**config.mk**
```make
export PLATFORM = sky130hd
export DESIGN_NAME = tern2bin
export DESIGN_NICKNAME = d
export VERILOG_FILES = /design/src/rtl/tern_pkg.sv /design/src/rtl/tern_digit_mac.sv /design/src/rtl/tern2bin.sv
export SDC_FILE = /design/constraint.sdc
export NUM_CORES = 1
export LEC_CHECK = 0
export CORE_ASPECT_RATIO = 1.2
export CORE_MARGIN = 2
export CORE_UTILIZATION = 54
export CTS_CLUSTER_DIAMETER = 60
export CTS_CLUSTER_SIZE = 25
export DETAILED_ROUTE_END_ITERATION = 16
export PLACE_DENSITY = 0.81
export SYNTH_ARGS = -nofsm -noshare
export SYNTH_HDL_FRONTEND = slang
export SYNTH_HIERARCHICAL = 1
export SYNTH_SLANG_ARGS = --single-unit
```
**constraint.sdc**
```tcl
create_clock -name clk -period 2.7 [get_ports clk]
set_clock_uncertainty 0.1 [all_clocks]
set_input_delay 0.54 -clock clk [delete_from_list [all_inputs] [get_ports clk]]
set_output_delay 0.54 -clock clk [all_outputs]
set_load 0.01 [all_outputs]
```
**src/rtl/tern_pkg.sv**
```systemverilog
// -----------------------------------------------------------------------------
// tern_pkg
// Shared definitions for the ternary-to-binary converter:
//   - 2-bit trit encodings (TRIT_0 / TRIT_1 / TRIT_2 / TRIT_ILL)
//   - converter FSM state enum (IDLE / CONV / DONE)
// No ports (package).
// -----------------------------------------------------------------------------
package tern_pkg;

    // Trit encoding: high bit at [2i+1], low bit at [2i].
    localparam logic [1:0] TRIT_0   = 2'b00;
    localparam logic [1:0] TRIT_1   = 2'b01;
    localparam logic [1:0] TRIT_2   = 2'b10;
    localparam logic [1:0] TRIT_ILL = 2'b11;

    typedef enum logic [1:0] {
        IDLE = 2'd0,
        CONV = 2'd1,
        DONE = 2'd2
    } state_t;

endpackage : tern_pkg

```
**src/rtl/tern_digit_mac.sv**
```systemverilog
// -----------------------------------------------------------------------------
// tern_digit_mac
// One Horner step of the ternary-to-binary conversion: next_acc = acc*3 + trit,
// built from a shift and two adds (no multiplier).
//
// Configuration macro: TERN2BIN_ERRCHK_EN
//   defined   : code 11 contributes 0 and raises ill
//   undefined : code 11 contributes 2 (high bit dominant), ill is tied 0
//
// Ports
//   acc      in  [BW-1:0]  accumulator before this digit
//   trit     in  [1:0]     encoded trit
//   next_acc out [BW-1:0]  acc*3 + digit value
//   ill      out           trit carried the illegal code (check build only)
// -----------------------------------------------------------------------------
module tern_digit_mac
    import tern_pkg::*;
#(
    parameter int BW = 8
) (
    input  logic [BW-1:0] acc,
    input  logic [1:0]    trit,
    output logic [BW-1:0] next_acc,
    output logic          ill
);

    logic [1:0] digit;

    always_comb begin
        // NOTE: every output of a combinational block gets a default first so
        // no path through the case can leave it unassigned and infer a latch.
        digit = 2'd0;
        ill   = 1'b0;
        case (trit)
            TRIT_0:  digit = 2'd0;
            TRIT_1:  digit = 2'd1;
            TRIT_2:  digit = 2'd2;
            default: begin
`ifdef TERN2BIN_ERRCHK_EN
                digit = 2'd0;
                ill   = 1'b1;
`else
                // High bit dominates: 11 reads as 2.
                digit = 2'd2;
`endif
            end
        endcase
    end

    // acc*3 == (acc << 1) + acc; overflow cannot occur for legal words since
    // 2^BW >= 3^NTRIT.
    assign next_acc = (acc << 1) + acc + BW'(digit);

endmodule : tern_digit_mac

```
**src/rtl/tern2bin.sv**
```systemverilog
// -----------------------------------------------------------------------------
// tern2bin
// Serial ternary-to-binary converter with valid/ready handshakes on both sides.
// A captured word of NTRIT trits is folded MSB-first into a binary accumulator,
// one trit per cycle, then presented until the consumer takes it.
//
// Configuration macro: TERN2BIN_ERRCHK_EN (illegal-trit detection, out_err).
//
// Ports
//   clk        in                 rising-edge clock
//   rst        in                 asynchronous, active-high reset
//   in_valid   in                 producer presents a word on in_trits
//   in_ready   out                converter idle and able to capture a word
//   in_trits   in  [2*NTRIT-1:0]  trit i at [2i+1:2i]
//   out_valid  out                out_bin/out_err hold a finished conversion
//   out_ready  in                 consumer accepts the result
//   out_bin    out [BW-1:0]       binary value of the captured word
//   out_err    out                captured word had an illegal trit
// -----------------------------------------------------------------------------
module tern2bin
    import tern_pkg::*;
#(
    parameter int NTRIT = 5,
    parameter int BW    = 8
) (
    input  logic               clk,
    input  logic               rst,
    input  logic               in_valid,
    output logic               in_ready,
    input  logic [2*NTRIT-1:0] in_trits,
    output logic               out_valid,
    input  logic               out_ready,
    output logic [BW-1:0]      out_bin,
    output logic               out_err
);

    localparam int CW = (NTRIT > 1) ? $clog2(NTRIT) : 1;

    state_t               state;
    state_t               state_nxt;
    logic [2*NTRIT-1:0]   shreg;
    logic [BW-1:0]        acc;
    logic [BW-1:0]        mac_out;
    logic [CW-1:0]        cnt;
    logic                 digit_ill;
    logic                 accept;
    logic                 last_step;
    logic                 out_fire;

    assign accept    = in_valid && in_ready;
    assign last_step = (state == CONV) && (cnt == '0);
    assign out_fire  = out_valid && out_ready;

    // The current digit is always the top trit of the shift register.
    tern_digit_mac #(
        .BW (BW)
    ) u_mac (
        .acc      (acc),
        .trit     (shreg[2*NTRIT-1 -: 2]),
        .next_acc (mac_out),
        .ill      (digit_ill)
    );

    // ------------------------------------------------------------------ FSM
    always_ff @(posedge clk or posedge rst) begin
        // NOTE: sequential state uses non-blocking assignments so every
        // register samples pre-edge values, independent of statement order.
        if (rst) begin
            state <= IDLE;
        end else begin
            state <= state_nxt;
        end
    end

    always_comb begin
        state_nxt = state;
        case (state)
            IDLE:    if (accept)    state_nxt = CONV;
            CONV:    if (last_step) state_nxt = DONE;
            DONE:    if (out_fire)  state_nxt = IDLE;
            default: state_nxt = IDLE;
        endcase
    end

    always_comb begin
        // Reset is asynchronous, so in_ready must also drop combinationally
        // while rst is held rather than waiting for an edge.
        in_ready  = (state == IDLE) && !rst;
        out_valid = (state == DONE);
    end

    // ------------------------------------------------------------- datapath
    always_ff @(posedge clk or posedge rst) begin
        if (rst) begin
            shreg   <= '0;
            acc     <= '0;
            cnt     <= '0;
            out_bin <= '0;
        end else begin
            if (accept) begin
                shreg <= in_trits;
                acc   <= '0;
                cnt   <= CW'(NTRIT - 1);
            end else if (state == CONV) begin
                acc   <= mac_out;
                shreg <= shreg << 2;
                if (cnt != '0) begin
                    cnt <= cnt - 1'b1;
                end
                // The result register moves only on the CONV->DONE step.
                if (last_step) begin
                    out_bin <= mac_out;
                end
            end
        end
    end

`ifdef TERN2BIN_ERRCHK_EN
    logic err_flag;

    always_ff @(posedge clk or posedge rst) begin
        if (rst) begin
            err_flag <= 1'b0;
            out_err  <= 1'b0;
        end else begin
            if (accept) begin
                err_flag <= 1'b0;
            end else if (state == CONV) begin
                err_flag <= err_flag | digit_ill;
                // Fold in the final digit's flag as it is consumed.
                if (last_step) begin
                    out_err <= err_flag | digit_ill;
                end
            end
        end
    end
`else
    // Without checking the MAC ties its flag to 0, so this is a constant 0.
    assign out_err = digit_ill;
`endif

endmodule : tern2bin

```
==> summary.md, run 1 <==
| Metric | Value |
|---|---|
| Inserted Diodes | `0` |
| Max-slew headroom | `0.598` |
| Post-layout util | `0.689` |
| Pleak | `between 1 and 1.5 nW` |
| Drt drc | `0` |
| Metal-1 WL | `~1.5 mm` |
| CTS sink count | `31` |
| Std cell rows | `22` |
| Final non-filler cell area | `roughly 2100 um^2` |
| Via/cell ratio | `about 5.4` |
| Synth-to-layout area growth | `19.8%` |
| Die Ht | `~67 um` |
| Area occupied by multi-input gates | `897 um^2` |
| Min-Delay Path Class | `flop to flop` |
| Hold_buf cts | `0` |
| Synth area leader | `dfrtp_1` |
| Unique masters post-synth | `33` |
| Gr ovfl total | `0` |
| Worst-Margin Slew | `approximately 600 ps` |
| Drt total wl | `between 3 and 4 mm` |
| Total Neg Setup Slack | `0 ps` |
| Highest routing layer actually used | `met4` |
| Pins Over Slew Limit | `0` |
| Syn nets | `193` |
| Crit. Startpoint | `acc[1]` |
| Final HPWL DP | `2.57 mm` |
| CP Cell Sequence | `inv_1 -> fa_1 -> inv_1 -> ha_1 -> inv_1 -> fa_2 -> nor2b_4 -> o31a_1 -> o22ai_2 -> xnor2_2 -> mux2_4` |
| Placer Congestion | `roughly 0.84` |
| Antenna violations before repair | `0` |
| Number of max-cap violations | `0` |
| Final Hold Vio Count | `0` |
| Die area | `3790 um^2` |
| Synth top area share | `0.434` |
| WP buf/inv | `3` |
| Post-DR wirelength/cell | `about 15 um` |
| Crit-path slowest cell | `fa_1` |
| Maximum clock insertion buffer count | `2` |
| Post-route ant nets | `0` |
| Synth top area cells | `dfrtp_1 (43%), ha_1 (9.8%), mux2_4 (6.7%)` |
| Status | `complete, no violations` |
| Met3 WL | `between 90 and 100 um` |
| CTS root buf | `clkbuf_4` |
| CTS clk-pin slew, worst paths | `approximately 100 ps` |
| Vias in the first global route | `between 1000 and 1500` |
| Final min period | `~2600 ps` |
| CTS tree | `done` |
| Kind of cell adding the most delay to the critical path | `adder cells` |
| Final setup viols | `0` |
| Clk Latency, worst-skew pair | `330 ps` |
| IO Port Bufs | `23` |
| Setup WS pre-CTS | `approximately 50 ps` |
| Layout cells sized above 1 | `0.159` |
| Synth Flop Type | `dfrtp_1` |
| Seq cells post-synth | `31` |
| Most frequent cell after synthesis | `dfrtp_1` |
| Worst IR drop on VDD | `between 700 and 800 uV` |
| Critical path type | `flop to flop` |
| Num CTS Buffers | `5` |
| H-tree levels | `2` |
| Final cycle utilization of the critical path | `0.965` |
| Pwr/cell area | `about 1300 nW/um^2` |
| # IOs | `25` |
| Most frequent CP cell | `inv_1` |
| Flop2flop setup slack | `approximately 96 ps` |
| CORE AREA | `about 3100 um^2` |
| Cell area after synthesis | `~1800 um^2` |
| Post-synth EDFFs | `0` |
| Type of origin of the critical path | `flop` |
| CP Max Fanout | `3` |
| First-pass GRT wire length | `about 5.6 mm` |
| Kind of end point of the critical path | `flop` |
| Critical R2R Launch | `acc[1]` |
| Yosys warns | `6` |
| Critical Path Max Stage Delay | `420 ps` |
| Hold Slack | `392 ps` |
| Seq/Total Area, Yosys | `0.434` |
| Max Fclk | `384 MHz` |
| Synth top cells by count | `dfrtp_1 (31), nand2_1 (23), ha_1 (14)` |
| Drt first pass iters | `4` |
| Met2 wire len | `1.88 mm` |
| Placed Area | `2020 um^2` |
| GRT Total Usage | `0.199` |
| Largest net degree at the start of global routing | `32` |
| # nets final | `around 220` |
| Final WS setup | `approximately 96 ps` |
| Initial Util | `0.575` |
| FFs w/ async S/R, synth | `1.00` |
| # fillers | `around 250` |
| Hold path start | `shreg[8]` |
| Syn Inst Count | `about 160` |
| Data required, critical path | `around 2800 ps` |
| Die W | `roughly 57 um` |
| Mean Syn Cell Area | `approximately 11 um^2` |
| Worst path arrival time | `2730 ps` |
| Initial drt markers | `19` |
| Sequential cell area | `~780 um^2` |
| Vias | `1238` |
-- worst paths after layout --
kind	end	cells after the start
min in group asynchronous	acc[6]	3
setup reg to reg	out_bin[7]	11
hold / removal	shreg[8]	1
max in group asynchronous	acc[3]	3
hold reg to reg	shreg[8]	1
setup / recovery	out_bin[7]	11
-- power by group --
part	switching [mW]	leakage (nW)	total (mW)	internal, mW
logic	0.744	0.636	1.54	0.792
registers	0.148	0.391	0.829	0.681
clock network	0.159	0.0482	0.377	0.219
total	1.05	1.08	2.74	1.69
-- kinds of logic after synthesis --
group | count (synthesis) | share of synthesized area
AO/OA/AOI/OAI | 41 | 0.157
XOR/XNOR | 6 | 0.0294
adder cells (fa/ha/maj) | 16 | 0.120
buffers and inverters | 20 | 0.0706
flip-flops | 31 | 0.434
multiplexers | 8 | 0.0671
other | 1 | 0.00210
AND/OR/NAND/NOR | 40 | 0.120
-- registers in the layout, summed over array words and instances (netlist names) --
signal,cells
cnt,3
state,2
out_bin,8
acc,8
shreg,10
-- repair_timing --
item / in CTS / in global routing
setup buffers: 0 / 3
endpoints found under the setup margin: 0 / 2
resized for setup: 0 / 2
-- cell usage in the layout, fill, tap and decap left out, drive strengths merged, types with 2 or more instances in the layout --
cell type	count
dfrtp	31
nand2	23
clkdlybuf4s50	23
ha	14
inv	13
o21ai	12
a21o	9
a22o	8
mux2	8
buf	8
a21oi	6
clkbuf	6
xnor2	6
nor2b	5
nor2	3
or3	2
nor4b	2
fa	2
-- cell type report --
class,instances,area share
Multi-Input combinational cell,112,0.419
Sequential cell,31,0.362
Timing Repair Buffer,31,0.135
Clock buffer,6,0.0239
Inverter,13,0.0228
Tap cell,36,0.0210
Clock inverter,2,0.0163
-- through the flow --
stage,cells,total power [mW]
after floorplan,163,1.94
after global placement,220,2.22
after detailed placement,220,2.33
after CTS,228,2.71
after global routing,231,2.97
final,231,2.74
-- routing by layer --
layer	vias to the layer above	GRT usage
li1	616	-
met1	596	0.217
met2	20	0.353
met3	6	0.0641
met4	0	0.0804
met5	-	0
(Power assumes the default switching activity.)
==> run 2: changes to the inputs <==
Settings changed: SLEW_MARGIN from default to 15.
==> results of run 2 <==
Same layout as run 1: the final DEF is identical, and so are final timing and power.
==> run 3: changes to the inputs <==
Settings changed: CORE_UTILIZATION 54 to 56, CTS_BUF_LIST from default to sky130_fd_sc_hd__clkbuf_2 sky130_fd_sc_hd__clkbuf_4 sky130_fd_sc_hd__clkbuf_8, PLACE_DENSITY 0.81 to 0.83.
==> run 3 against run 2 <==
Against the previous run:
- first-iteration DRC count increased by 32%
- final cell count decreased by 1.3%
- global-route usage increased by 0.84 points
- hold slack got worse by 5.8 ps
- die area decreased by 3.3%
- cell area decreased by 2.2%
- highest routed layer unchanged
- critical path depth increased by 1
- power decreased by 5.1%
- sequential cell count unchanged
- register-to-register slack got worse by 50 ps
- combinational power decreased by 3%
==> summary.md, run 3 (same netlist as run 1, synthesis figures left out) <==
| Metric | Value |
|---|---|
| Final HPWL DP | `2.47 mm (was 2.57 mm)` |
| Die area | `3670 um^2 (was 3790 um^2)` |
| Layout cells sized above 1 | `0.151 (was 0.159)` |
| Number of max-cap violations | `0 (unchanged)` |
| Gr ovfl total | `0 (unchanged)` |
| Maximum clock insertion buffer count | `2 (unchanged)` |
| Final setup viols | `0 (unchanged)` |
| Std cell rows | `22 (unchanged)` |
| Synth-to-layout area growth | `17.2% (was 19.8%)` |
| Worst IR drop on VDD | `787 uV (was 747 uV)` |
| Kind of end point of the critical path | `flop (unchanged)` |
| CTS clk-pin slew, worst paths | `100 ps (about the same)` |
| Dpl cells | `219 (was 220)` |
| Vias in the first global route | `1307 (was 1294)` |
| Final min period | `2650 ps (was 2600 ps)` |
| GRT Total Usage | `0.207 (was 0.199)` |
| Inserted Diodes | `0 (unchanged)` |
| Die Ht | `65.9 um (was 67.1 um)` |
| Drt drc | `0 (unchanged)` |
| # nets final | `222 (was 224)` |
| Pins Over Slew Limit | `0 (unchanged)` |
| Largest register by flop count | `shreg (unchanged)` |
| Max Fclk | `377 MHz (was 384 MHz)` |
| Final WS setup | `50.5 ps (was 95.5 ps)` |
| Hold Slack | `386 ps (was 392 ps)` |
| Initial Util | `0.586 (was 0.575)` |
| Min-Delay Path Class | `flop to flop (unchanged)` |
| Antenna violations before repair | `0 (unchanged)` |
| Final cycle utilization of the critical path | `0.981 (was 0.965)` |
| First-pass GRT wire length | `5.69 mm (was 5.62 mm)` |
| Num CTS Buffers | `5 (unchanged)` |
| Pwr/cell area | `1240 nW/um^2 (was 1280 nW/um^2)` |
| Final Hold Vio Count | `0 (unchanged)` |
| Drt first pass iters | `4 (unchanged)` |
| Worst-Margin Slew | `744 ps (was 603 ps)` |
| Drt total wl | `3.38 mm (was 3.47 mm)` |
| Finished Layout Cells | `228 (was 231)` |
| Data required, critical path | `2840 ps (was 2820 ps)` |
| H-tree levels | `2 (unchanged)` |
| Critical path type | `flop to flop (unchanged)` |
| Die W | `55.6 um (was 56.5 um)` |
| CTS sink count | `31 (unchanged)` |
| CP Max Fanout | `3 (unchanged)` |
| Placer Congestion | `0.759 (was 0.843)` |
| Setup WS pre-CTS | `69.5 ps (was 51.1 ps)` |
| Most frequent cells in the layout | `dfrtp_1 (31), nand2_1 (23), clkdlybuf4s50_1 (23) (unchanged)` |
| Critical R2R Launch | `acc[0] (was acc[1])` |
| Max-slew headroom | `0.503 (was 0.598)` |
| Post-DR wirelength/cell | `14.8 um (was 15.0 um)` |
| Total Neg Setup Slack | `0 ps (unchanged)` |
| Max reg flops | `10 (unchanged)` |
| Worst path arrival time | `2790 ps (was 2730 ps)` |
| # fillers | `234 (was 245)` |
| Via/cell ratio | `5.51 (was 5.36)` |
| Vias | `1256 (was 1238)` |
| Post-route ant nets | `0 (unchanged)` |
| CTS root buf | `clkbuf_4 (unchanged)` |
| IO Port Bufs | `23 (unchanged)` |
| Crit. Startpoint | `acc[0] (was acc[1])` |
| Type of origin of the critical path | `flop (unchanged)` |
| Status | `complete, no violations (unchanged)` |
| CORE AREA | `3060 um^2 (was 3110 um^2)` |
| Initial drt markers | `25 (was 19)` |
| Largest net degree at the start of global routing | `32 (unchanged)` |
| Pleak | `1.04 nW (was 1.08 nW)` |
| Hold path start | `shreg[8] (unchanged)` |
| # IOs | `25 (unchanged)` |
| Clk Latency, worst-skew pair | `330 ps (about the same)` |
| CTS tree | `done (unchanged)` |
| Top Registers | `shreg x10, acc x8, out_bin x8 (unchanged)` |
| Hold_buf cts | `0 (unchanged)` |
| Commonest non-fill, non-tap cell in the layout | `dfrtp_1 (unchanged)` |
==> run 3: metal layers <==
layer  global-route usage  part of all wire  vias up  wire length, um
met5                    0                 0        -                0
met4                0.125             0.020        0               66
met3               0.0528             0.030        5              102
met2                0.371              0.54       26             1840
met1                0.218              0.41      614             1370
li1                     -                 -      611                -
==> run 3: area by class of cell <==
cell class	count	area, um^2	area share
flip-flops and latches	31	776	0.370
clock inverters	1	5.00	0.00239
multi-input cells	112	896	0.427
well taps	36	45.0	0.0215
inverters	13	48.8	0.0233
clock buffers	6	51.3	0.0245
repair buffers	29	275	0.131
==> run 3: final timing paths <==
path,endpoint,slack (ps),cells past startpoint
max in group asynchronous,acc[5],1620,3
setup reg to reg,acc[7],50,12
hold / removal,shreg[8],390,1
min in group asynchronous,shreg[5],590,3
setup / recovery,acc[7],50,12
hold reg to reg,shreg[8],390,1
==> run 3: stage by stage <==
stage               area (um^2)  total power, mW  utilization
floorplan                  1790             1.94            -
global placement           2020             2.21        0.660
detailed placement         2020             2.30        0.660
CTS                        2070             2.58        0.679
global route               2100             2.82        0.686
finish                     2100             2.60        0.686
==> run 3: timing repair <==
item                                    CTS  global route
resized for setup                         0             3
setup buffers                             0             2
endpoints found under the setup margin    0             2
==> run 3: worst max-delay path: stages, from the launching register on <==
cell and delay [ps]:
dfrtp_1 390, inv_1 80, fa_1 470, inv_1 80
ha_2 170, inv_1 50, fa_2 370, nor2b_4 120
o31a_1 160, o22ai_2 90, xnor2_1 180, nand2_1 110
a21oi_2 190
==> run 3: report_power, final <==
group / total (mW) / leakage [nW] / internal (mW) / switching [mW]
clock network: 0.274 / 0.0341 / 0.120 / 0.154
registers: 0.828 / 0.391 / 0.681 / 0.147
logic: 1.50 / 0.617 / 0.765 / 0.735
